===== config.mk =====
export PLATFORM = sky130hd
export DESIGN_NAME = snn_weight_loader_flat
export DESIGN_NICKNAME = d
export VERILOG_FILES = /design/src/rtl/snn_weight_loader_pkg.sv /design/src/rtl/snn_weight_loader_if.sv /design/src/rtl/snn_weight_loader_sat_clamp.sv /design/src/rtl/snn_weight_loader.sv /design/src/flat_wrapper.sv
export SDC_FILE = /design/constraint.sdc
export NUM_CORES = 1
export LEC_CHECK = 0
export CORE_MARGIN = 8
export CORE_UTILIZATION = 56
export CTS_CLUSTER_DIAMETER = 200
export CTS_CLUSTER_SIZE = 12
export DETAILED_ROUTE_END_ITERATION = 10
export PLACE_DENSITY_LB_ADDON = 0.08
export SLEW_MARGIN = 20
export SYNTH_ARGS = -nofsm -noshare
export SYNTH_HDL_FRONTEND = slang
export SYNTH_SLANG_ARGS = --single-unit

===== constraint.sdc =====
create_clock -name clk -period 4.7 [get_ports clk]
set_clock_uncertainty 0.1 [all_clocks]
set_input_delay 0.94 -clock clk [delete_from_list [all_inputs] [get_ports clk]]
set_output_delay 0.94 -clock clk [all_outputs]
set_load 0.1 [all_outputs]

===== src/rtl/snn_weight_loader_pkg.sv =====
// Shared definitions for the spiking-network weight loader:
// register address map, FSM and error encodings, weight widths.
package snn_pkg;

  // Register address map (low three bits of the ADDR byte)
  localparam logic [2:0] ADDR_W1  = 3'd0;
  localparam logic [2:0] ADDR_W2  = 3'd1;
  localparam logic [2:0] ADDR_W3  = 3'd2;
  localparam logic [2:0] ADDR_W4  = 3'd3;
  localparam logic [2:0] ADDR_W5  = 3'd4;
  localparam logic [2:0] ADDR_W6  = 3'd5;
  localparam logic [2:0] ADDR_TH1 = 3'd6;
  localparam logic [2:0] ADDR_TH2 = 3'd7;

  // Highest legal full-byte address
  localparam logic [7:0] ADDR_MAX = 8'd7;

  // Hidden-layer weights are signed, output-layer weights unsigned
  localparam int W_HID_W = 5;
  localparam int W_OUT_W = 4;

  // Thresholds come out of reset at unit value
  localparam logic [7:0] TH_RESET = 8'h01;

  typedef enum logic [1:0] {
    ERR_NONE  = 2'd0,
    ERR_CHK   = 2'd1,
    ERR_ADDR  = 2'd2,
    ERR_ABORT = 2'd3
  } err_e;

  typedef enum logic [2:0] {
    ST_IDLE   = 3'd0,
    ST_ADDR   = 3'd1,
    ST_DATA   = 3'd2,
    ST_CHK    = 3'd3,
    ST_COMMIT = 3'd4
  } state_e;

endpackage


===== src/rtl/snn_weight_loader_if.sv =====
// Byte-serial host command bus: host drives valid/data, loader drives ready.
interface snn_weight_loader_if;
  logic       cmd_valid;
  logic [7:0] cmd_data;
  logic       cmd_ready;

  modport master (output cmd_valid, output cmd_data, input cmd_ready);
  modport slave  (input cmd_valid, input cmd_data, output cmd_ready);
endinterface


===== src/rtl/snn_weight_loader_sat_clamp.sv =====
// Combinational saturator: 8-bit input (signed or unsigned) clamped into
// an OUT_W-bit result of the chosen signedness.
module snn_sat_clamp #(
  parameter int OUT_W  = 5,
  parameter bit SIGNED = 1'b1
) (
  input  logic [7:0]       i_data,
  output logic [OUT_W-1:0] o_data
);

  localparam int MAXV = SIGNED ? (1 << (OUT_W - 1)) - 1 : (1 << OUT_W) - 1;
  localparam int MINV = SIGNED ? -(1 << (OUT_W - 1)) : 0;
  localparam logic signed [8:0] MAX9 = 9'(MAXV);
  localparam logic signed [8:0] MIN9 = 9'(MINV);

  // One extra bit lets both interpretations compare as signed values
  logic signed [8:0] w_ext;
  assign w_ext = {(SIGNED ? i_data[7] : 1'b0), i_data};

  // Clamp to the representable range, otherwise truncate (value already fits)
  always_comb begin
    o_data = w_ext[OUT_W-1:0];
    if (w_ext > MAX9) begin
      o_data = MAX9[OUT_W-1:0];
    end else if (w_ext < MIN9) begin
      o_data = MIN9[OUT_W-1:0];
    end
  end

endmodule


===== src/rtl/snn_weight_loader.sv =====
// Framed byte-serial configuration writer: HEADER, ADDR, DATA, CHK frames
// are validated and committed into the network's weight/threshold registers.
module snn_weight_loader
  import snn_pkg::*;
#(
  parameter int         TIMEOUT = 255,
  parameter logic [7:0] HEADER  = 8'hA5
) (
  input  logic                      clk,
  input  logic                      rst_n,
  input  logic                      write_mode,
  snn_weight_loader_if.slave        cmd,
  output logic signed [W_HID_W-1:0] weight1,
  output logic signed [W_HID_W-1:0] weight2,
  output logic signed [W_HID_W-1:0] weight3,
  output logic signed [W_HID_W-1:0] weight4,
  output logic [W_OUT_W-1:0]        weight5,
  output logic [W_OUT_W-1:0]        weight6,
  output logic [7:0]                threshold1,
  output logic [7:0]                threshold2,
  output logic                      load_done,
  output logic [1:0]                err_code,
  output logic [7:0]                commit_count
);

  // Abort fires on the idle cycle that would bring the counter to TIMEOUT
  localparam logic [7:0] TMO_LAST = 8'(TIMEOUT - 1);

  state_e     r_state, w_state_next;
  err_e       r_err, w_err_next;
  logic [7:0] r_tmo, w_tmo_next;
  logic [7:0] r_addr, r_data;
  logic       w_ready, w_accept, w_commit;
  logic [W_HID_W-1:0] w_hid_sat;
  logic [W_OUT_W-1:0] w_out_sat;

  assign w_ready       = write_mode && (r_state != ST_COMMIT);
  assign w_accept      = cmd.cmd_valid && w_ready;
  assign cmd.cmd_ready = w_ready;
  assign err_code      = r_err;

  snn_sat_clamp #(.OUT_W(W_HID_W), .SIGNED(1'b1)) u_sat_hid (
    .i_data (r_data),
    .o_data (w_hid_sat)
  );

  snn_sat_clamp #(.OUT_W(W_OUT_W), .SIGNED(1'b0)) u_sat_out (
    .i_data (r_data),
    .o_data (w_out_sat)
  );

  // FSM state, error code and inter-byte timeout registers
  always_ff @(posedge clk or negedge rst_n) begin
    if (!rst_n) begin
      r_state <= ST_IDLE;
      r_err   <= ERR_NONE;
      r_tmo   <= '0;
    end else begin
      r_state <= w_state_next;
      r_err   <= w_err_next;
      r_tmo   <= w_tmo_next;
    end
  end

  // Next-state logic: frame sequencing, validation, abort and timeout
  always_comb begin
    w_state_next = r_state;
    w_err_next   = r_err;
    w_tmo_next   = r_tmo;
    w_commit     = 1'b0;
    case (r_state)
      ST_IDLE: begin
        w_tmo_next = '0;
        if (w_accept && (cmd.cmd_data == HEADER)) begin
          w_state_next = ST_ADDR;
          w_err_next   = ERR_NONE;
        end
      end
      ST_ADDR, ST_DATA, ST_CHK: begin
        if (!write_mode) begin
          w_state_next = ST_IDLE;
          w_err_next   = ERR_ABORT;
          w_tmo_next   = '0;
        end else if (w_accept) begin
          w_tmo_next = '0;
          if (r_state == ST_ADDR) begin
            w_state_next = ST_DATA;
          end else if (r_state == ST_DATA) begin
            w_state_next = ST_CHK;
          end else if (cmd.cmd_data != (r_addr ^ r_data)) begin
            w_state_next = ST_IDLE;
            w_err_next   = ERR_CHK;
          end else if (r_addr > ADDR_MAX) begin
            w_state_next = ST_IDLE;
            w_err_next   = ERR_ADDR;
          end else begin
            w_state_next = ST_COMMIT;
          end
        end else if (r_tmo == TMO_LAST) begin
          w_state_next = ST_IDLE;
          w_err_next   = ERR_ABORT;
          w_tmo_next   = '0;
        end else begin
          w_tmo_next = r_tmo + 8'd1;
        end
      end
      ST_COMMIT: begin
        // Commit completes even if write_mode drops this cycle
        w_commit     = 1'b1;
        w_state_next = ST_IDLE;
        w_tmo_next   = '0;
      end
      default: begin
        w_state_next = ST_IDLE;
        w_tmo_next   = '0;
      end
    endcase
  end

  // Latch the ADDR and DATA bytes of the frame in flight
  always_ff @(posedge clk or negedge rst_n) begin
    if (!rst_n) begin
      r_addr <= '0;
      r_data <= '0;
    end else if (w_accept) begin
      if (r_state == ST_ADDR) r_addr <= cmd.cmd_data;
      if (r_state == ST_DATA) r_data <= cmd.cmd_data;
    end
  end

  // Commit the validated value into its target register
  always_ff @(posedge clk or negedge rst_n) begin
    if (!rst_n) begin
      weight1      <= '0;
      weight2      <= '0;
      weight3      <= '0;
      weight4      <= '0;
      weight5      <= '0;
      weight6      <= '0;
      threshold1   <= TH_RESET;
      threshold2   <= TH_RESET;
      load_done    <= 1'b0;
      commit_count <= '0;
    end else begin
      load_done <= w_commit;
      if (w_commit) begin
        commit_count <= commit_count + 8'd1;
        case (r_addr[2:0])
          ADDR_W1:  weight1    <= w_hid_sat;
          ADDR_W2:  weight2    <= w_hid_sat;
          ADDR_W3:  weight3    <= w_hid_sat;
          ADDR_W4:  weight4    <= w_hid_sat;
          ADDR_W5:  weight5    <= w_out_sat;
          ADDR_W6:  weight6    <= w_out_sat;
          ADDR_TH1: threshold1 <= r_data;
          default:  threshold2 <= r_data;
        endcase
      end
    end
  end

endmodule


===== src/flat_wrapper.sv =====
// flat-port wrapper written by rule: the top's interface ports become plain ports
module snn_weight_loader_flat import snn_pkg::*;
#(
  parameter int         TIMEOUT = 255,
  parameter logic [7:0] HEADER  = 8'hA5
)
  (clk, rst_n, write_mode, weight1, weight2, weight3, weight4, weight5, weight6, threshold1, threshold2, load_done, err_code, commit_count, cmd_cmd_valid, cmd_cmd_data, cmd_cmd_ready);
  snn_weight_loader_if cmd_i ();
  input  logic clk;
  input  logic rst_n;
  input  logic write_mode;
  output logic signed [W_HID_W-1:0] weight1;
  output logic signed [W_HID_W-1:0] weight2;
  output logic signed [W_HID_W-1:0] weight3;
  output logic signed [W_HID_W-1:0] weight4;
  output logic [W_OUT_W-1:0] weight5;
  output logic [W_OUT_W-1:0] weight6;
  output logic [7:0] threshold1;
  output logic [7:0] threshold2;
  output logic load_done;
  output logic [1:0] err_code;
  output logic [7:0] commit_count;
  input wire logic [$bits(cmd_i.cmd_valid)-1:0] cmd_cmd_valid;
  input wire logic [$bits(cmd_i.cmd_data)-1:0] cmd_cmd_data;
  output wire logic [$bits(cmd_i.cmd_ready)-1:0] cmd_cmd_ready;
  assign cmd_i.cmd_valid = cmd_cmd_valid;
  assign cmd_i.cmd_data = cmd_cmd_data;
  assign cmd_cmd_ready = cmd_i.cmd_ready;
  snn_weight_loader #(.TIMEOUT(TIMEOUT), .HEADER(HEADER)) u_core (.clk(clk), .rst_n(rst_n), .write_mode(write_mode), .cmd(cmd_i), .weight1(weight1), .weight2(weight2), .weight3(weight3), .weight4(weight4), .weight5(weight5), .weight6(weight6), .threshold1(threshold1), .threshold2(threshold2), .load_done(load_done), .err_code(err_code), .commit_count(commit_count));
endmodule

==> results by group, run 1 <==
Timing
  • Tmin final: 3046 ps
  • Final Hold Viols: 0
  • Final setup viols: 0
  • Final period util: 64.80%
  • Setup TNS: 0 ps
  • Fmax: 328.3 MHz
  • Rel. slew slack: 33.98%
  • RSZ-0062 raised after global routing: no
  • Worst-Margin Slew: between 900 and 1000 ps
  • Slew Viols, Final: 0

Clock network
  • Htree depth: 3
  • CTS Hold Bufs: 0
  • CTS root buffer: clkbuf_8
  • Max Buffers Root-to-Sink: 2
  • Worst-skew pair later-pin latency: 340 ps
  • Cts repair resizes: 0
  • CTS buffer count: 9
  • CTS Sinks: 82
  • # Post-CTS Setup Buffers: 0
  • Clk slew on worst S/H paths: 80 ps
  • CTS tree: built

Worst setup path
  • CP Cell Sequence: clkdlybuf4s50_1
  • Crit path max-delay family: buffers and inverters
  • CP max stage cell: clkdlybuf4s50_1
  • Req. time, crit path: 3660 ps
  • Crit path buf inv count: 1
  • Critical Path Source Type: register
  • WS Path Type: reg -> out
  • CP endpoint kind: output port
  • Critical path's largest stage delay: 1130 ps
  • Crit path DAT: 2010 ps
  • Worst-path fanout max: 2
  • Reg2reg setup slack: 2430 ps

Cells and area
  • Fin nets: 361
  • Area grow syn2layout: 25.55%
  • Diode count: 0
  • Final Util: 72.06%
  • Final std cells w/o fill: 428
  • Cell area after layout: around 0.0045 mm2
  • Layout cell share with drive strength beyond 1: 23.36%

Synthesis
  • Synth Flop Type: dfrtp_1
  • Post-synth top cells: dfrtp_1 (80), mux2_2 (53), nand2_1 (22)
  • Seq cells post-synth: 82
  • Area leader, netlist: dfrtp_1
  • Post-synthesis async set-or-reset flop share: 100.0%
  • Most common cell in the netlist: dfrtp_1
  • Synth Area per Inst: 13.22 um2
  • Distinct cells, synth: 41
  • Cell Area, Synth: between 0.003 and 0.004 mm2
  • Post-synth top area share: between 50% and 60%
  • Syn. warnings: 0
  • Post-synth EDFFs: 0
  • Cell count after synthesis: 274
  • Register area share after synthesis: 56.70%
  • Syn Nets: 289
  • Synth area leaders: dfrtp_1 (55%), mux2_2 (16%), xnor3_1 (3.7%), nand2_1 (2.3%), xnor2_1 (1.9%)

Routing
  • Iteration-0 DRC Markers: 87
  • DR vias: 2,350
  • WL/cell: 16.88 um
  • Routed Antenna Nets: 0
  • Pre-antenna DRT Iters: 4
  • Post-route DRC: 0
  • Drt total wl: 7.225 mm
  • Via/cell ratio: 5.491

Run
  • # Max-Cap Violations: 0

GRT
  • GRT Util Overall: 16.97%
  • Vias in the first global route: around 2.4k
  • First-pass GRT wire length: 11.90 mm
  • Initial antenna violation count: 0
  • Congestion Overflow GR: 0
  • Largest net degree at the start of global routing: 83

Power
  • Worst vdd ir: 0.0001606 V
  • LEAKAGE: around 2.1 nW
  • Pwr/cell area: 275.5 mW/mm2

Min path
  • Hold WC Path Type: reg -> reg

Floorplanning
  • Die area: 0.009301 mm2
  • Total core area: 0.006314 mm2
  • Die Span Y: between 90 and 100 um
  • Starting Density: 57.39%
  • Die Width: just under 100 um
  • # rows: 29
  • Number of I/O pins: 68

Outcome
  • Outcome: finished clean

Placement
  • GP Congestion: 0.8054
  • Inst Count DP: 412
  • Hpwl dp: 5.364 mm
  • Placed instance area: between 0.004 and 0.005 mm2
  • Port bufs: 67
==> routing by layer <==
layer | share of wire, % | track usage (%) | vias up
li1 | - | - | 1120
met2 | 50 | 27.79 | 54
met3 | 5.6 | 4.637 | 8
met4 | 1.1 | 6.431 | 0
met1 | 43 | 21.00 | 1168
met5 | 0 | 0 | -
==> state kept, by name (all words and copies together) (netlist names), 4 cells and up <==
name / flops
u_core.r_addr: 8
u_core.weight5: 4
u_core.weight2: 5
u_core.threshold1: 8
u_core.weight3: 5
u_core.r_data: 8
u_core.weight6: 4
u_core.weight1: 5
u_core.threshold2: 8
u_core.weight4: 5
u_core.commit_count: 8
u_core.r_tmo: 8
==> report_power, final <==
group	internal (mW)	switching [mW]	total (mW)
clock network	0.244	0.236	0.480
registers	0.708	0.00231	0.710
logic	0.0200	0.0433	0.0633
==> layout make-up <==
| cell class | count | area, um2 |
|---|---|---|
| Clock buffer | 11 | 131.4 |
| Fill cell | 484 | 1764 |
| Inverter | 4 | 15.01 |
| Multi-Input combinational cell | 181 | 1520 |
| Tap cell | 77 | 96.34 |
| Clock inverter | 5 | 55.05 |
| Sequential cell | 82 | 2054 |
| Timing Repair Buffer | 68 | 676.9 |
==> final timing paths <==
path / to / startpoint / cells past startpoint
max in group asynchronous: u_core.r_tmo[1] / rst_n / 1
min: u_core.commit_count[7] / u_core.commit_count[7] / 1
max reg2reg: u_core.threshold2[1] / u_core.r_state[2] / 5
max: threshold1[0] / u_core.threshold1[0] / 1
min in group asynchronous: u_core.weight5[3] / rst_n / 1
min reg2reg: u_core.commit_count[7] / u_core.commit_count[7] / 1
==> cell families after synthesis <==
kind of cell | share of synthesized area [%]
xor+xnor | 7.597
buf+inv | 1.346
simple gates | 11.74
fa+ha+maj | 1.312
mux | 16.47
flops | 56.70
compound gates | 4.835
==> cells in the final DEF (no fill, tap or decap), types with 5 or more instances in the layout <==
cell type / instances
dfrtp_1: 80
clkdlybuf4s50_1: 65
mux2_2: 53
nand2_1: 22
nor2_1: 16
o21ai_0: 10
clkbuf_8: 9
xor2_1: 8
xnor2_1: 8
nand3_1: 6
xnor3_1: 6
a21o_1: 5
==> through the flow <==
stage / hold slack, ps / power (mW) / setup slack [ps]
after global placement: 359.9 / 0.7875 / 1670
after global routing: 399.1 / 1.304 / 1606
after CTS: 385.1 / 1.270 / 1627
after floorplan: 375.1 / 0.7542 / 1386
final: 372.6 / 1.253 / 1654
after detailed placement: 369.9 / 0.7878 / 1638
(Power assumes the default switching activity.)
==> inputs of run 2 (changes only) <==
Settings changed: CORE_UTILIZATION 56 to 47.
Clock period 4.7 ns to 2.75 ns, I/O delays scaled along.
==> results by group, run 2 (synthesis results as in run 1) <==
Outcome
  • Outcome: finished clean (unchanged)

Placement
  • Hpwl dp: 5.452 mm (was 5.364 mm)
  • Port bufs: 67 (unchanged)
  • GP Congestion: 0.7482 (was 0.8054)

Floorplanning
  • Starting Density: 47.63% (was 57.39%)
  • Die area: 0.01078 mm2 (was 0.009301 mm2)
  • Die Span Y: 103.8 um (was 96.44 um)
  • Total core area: 0.007607 mm2 (was 0.006314 mm2)
  • Number of I/O pins: 68 (unchanged)
  • # rows: 32 (was 29)
  • Die Width: 103.8 um (was 96.44 um)

GRT
  • Congestion Overflow GR: 0 (unchanged)
  • First-pass GRT wire length: 12.87 mm (was 11.90 mm)
  • GR Layer Usage met2: 22.32% (was 27.79%)
  • GRT Util Overall: 14.83% (was 16.97%)
  • Vias in the first global route: 2,443 (was 2,432)
  • GR Layer Usage met3: 3.594% (was 4.637%)
  • Top Usage Layer GRT: met2 (unchanged)
  • Met1 GRT Util: 19.64% (was 21.00%)
  • Initial antenna violation count: 0 (unchanged)
  • Largest net degree at the start of global routing: 43 (was 83)

Cells and area
  • Final Util: 60.31% (was 72.06%)
  • Fin nets: 364 (was 361)
  • Filler cells: 659 (was 484)
  • Commonest non-fill, non-tap cell in the layout: dfrtp_1 (unchanged)
  • Diode count: 0 (unchanged)
  • Area grow syn2layout: 26.62% (was 25.55%)
  • Layout cell share with drive strength beyond 1: 40.40% (was 23.36%)
  • Commonest non-fill, non-tap cells in the layout: dfrtp_1 (80), buf_4 (59), mux2_2 (53) (was dfrtp_1 (80), clkdlybuf4s50_1 (65), mux2_2 (53))

Timing
  • Final period util: 82.88%
  • Worst-Margin Slew: 630.6 ps (was 987.2 ps)
  • RSZ-0062 raised after global routing: no (unchanged)
  • Final Hold Viols: 0 (unchanged)
  • Final setup viols: 0 (unchanged)
  • Tmin final: 2279 ps
  • Slew Viols, Final: 0 (unchanged)
  • Setup TNS: 0 ps (unchanged)
  • Fmax: 438.8 MHz
  • Rel. slew slack: 57.68% (was 33.98%)

Routing
  • Iteration-0 DRC Markers: 52 (was 87)
  • DR vias: 2,357 (was 2,350)
  • Routed Antenna Nets: 0 (unchanged)
  • Pre-antenna DRT Iters: 4 (unchanged)
  • Drt total wl: 7.669 mm (was 7.225 mm)
  • WL/cell: 16.82 um (was 16.88 um)
  • Via/cell ratio: 5.169 (was 5.491)
  • Post-route DRC: 0 (unchanged)

Min path
  • Hold WC Path Type: in -> async (was reg -> reg)

Clock network
  • CTS Sinks: 82 (unchanged)
  • Cts repair resizes: 0 (unchanged)
  • # Post-CTS Setup Buffers: 0 (unchanged)
  • Clk slew on worst S/H paths: 90 ps (was 80 ps)
  • CTS root buffer: clkbuf_8 (unchanged)
  • Max Buffers Root-to-Sink: 2 (unchanged)
  • CTS buffer count: 9 (unchanged)
  • Htree depth: 3 (unchanged)
  • CTS tree: built (unchanged)
  • Worst-skew pair later-pin latency: 340 ps (about the same)
  • CTS Hold Bufs: 0 (unchanged)

Worst setup path
  • Crit path DAT: 1630 ps (was 2010 ps)
  • Critical Path Source Type: register (unchanged)
  • Launch point of the worst path: u_core.r_state[2] (was u_core.threshold1[0])
  • Worst Setup EP: cmd_cmd_ready (was threshold1[0])
  • WS Path Type: reg -> out (unchanged)
  • FF-to-FF End: u_core.threshold2[7] (was u_core.threshold2[1])
  • Req. time, crit path: 2100 ps (was 3660 ps)
  • Reg2reg setup slack: 650 ps (was 2430 ps)
  • Worst-path fanout max: 12 (was 2)
  • R2R Path Start: u_core.r_state[2] (unchanged)
  • R2R cell count: 5 (unchanged)
  • CP endpoint kind: output port (unchanged)

Power
  • LEAKAGE: 2.331 nW (was 2.143 nW)
  • Pwr/cell area: 549.4 mW/mm2 (was 275.5 mW/mm2)
  • Worst vdd ir: 0.0002577 V (was 0.0001606 V)

Run
  • # Max-Cap Violations: 0 (unchanged)
run 2: where the power goes:
group	internal, mW	switching (mW)
Sequential	1.21	0.00403
Combinational	0.0376	0.0755
Clock	0.770	0.424
run 2: worst max-delay path, cell delays in order (launching register included):
cell	delay, ps
dfrtp_1	520
inv_1	150
nor3_1	150
buf_4	220
nor2b_2	70
buf_12	160
run 2: worst min path at each step:
stage	cells after the start	endpoint	start
2_1_floorplan	0	u_core.commit_count[0]	rst_n
3_3_place_gp	1	u_core.commit_count[7]	u_core.commit_count[7]
3_5_place_dp	1	u_core.commit_count[7]	u_core.commit_count[7]
4_1_cts	1	u_core.threshold2[1]	rst_n
5_1_grt	1	u_core.weight3[2]	rst_n
6_report	1	u_core.threshold1[7]	rst_n
run 2: layer usage:
layer  up-vias  wire length [um]  share of wire [%]
met5         -                 0                  0
met4         0               117                1.5
met3         8               341                4.4
met2        50              3566                 46
met1      1172              3643                 48
li1       1127                 -                  -
run 2: area by class of cell:
class | instances | area, um2 | share of cell area, %
Clock inverter | 4 | 120.1 | 2.618
Sequential cell | 82 | 2054 | 44.78
Timing Repair Buffer | 71 | 583.1 | 12.71
Inverter | 4 | 15.01 | 0.3272
Tap cell | 102 | 127.6 | 2.782
Clock buffer | 12 | 165.2 | 3.600
Multi-Input combinational cell | 181 | 1523 | 33.19
run 2: stage by stage:
step / total power [mW] / worst slack (ps) / area, um2 / std cells / hold slack, ps
after floorplan: 1.289 / 469.1 / 3626 / 274 / 154.4
after global placement: 1.352 / 249.4 / 4303 / 440 / 361.4
after detailed placement: 1.353 / 220.3 / 4303 / 440 / 370.2
after CTS: 2.555 / 465.1 / 4588 / 456 / 97.42
after global routing: 2.604 / 308.2 / 4588 / 456 / 129.9
final: 2.521 / 470.9 / 4588 / 456 / 94.19
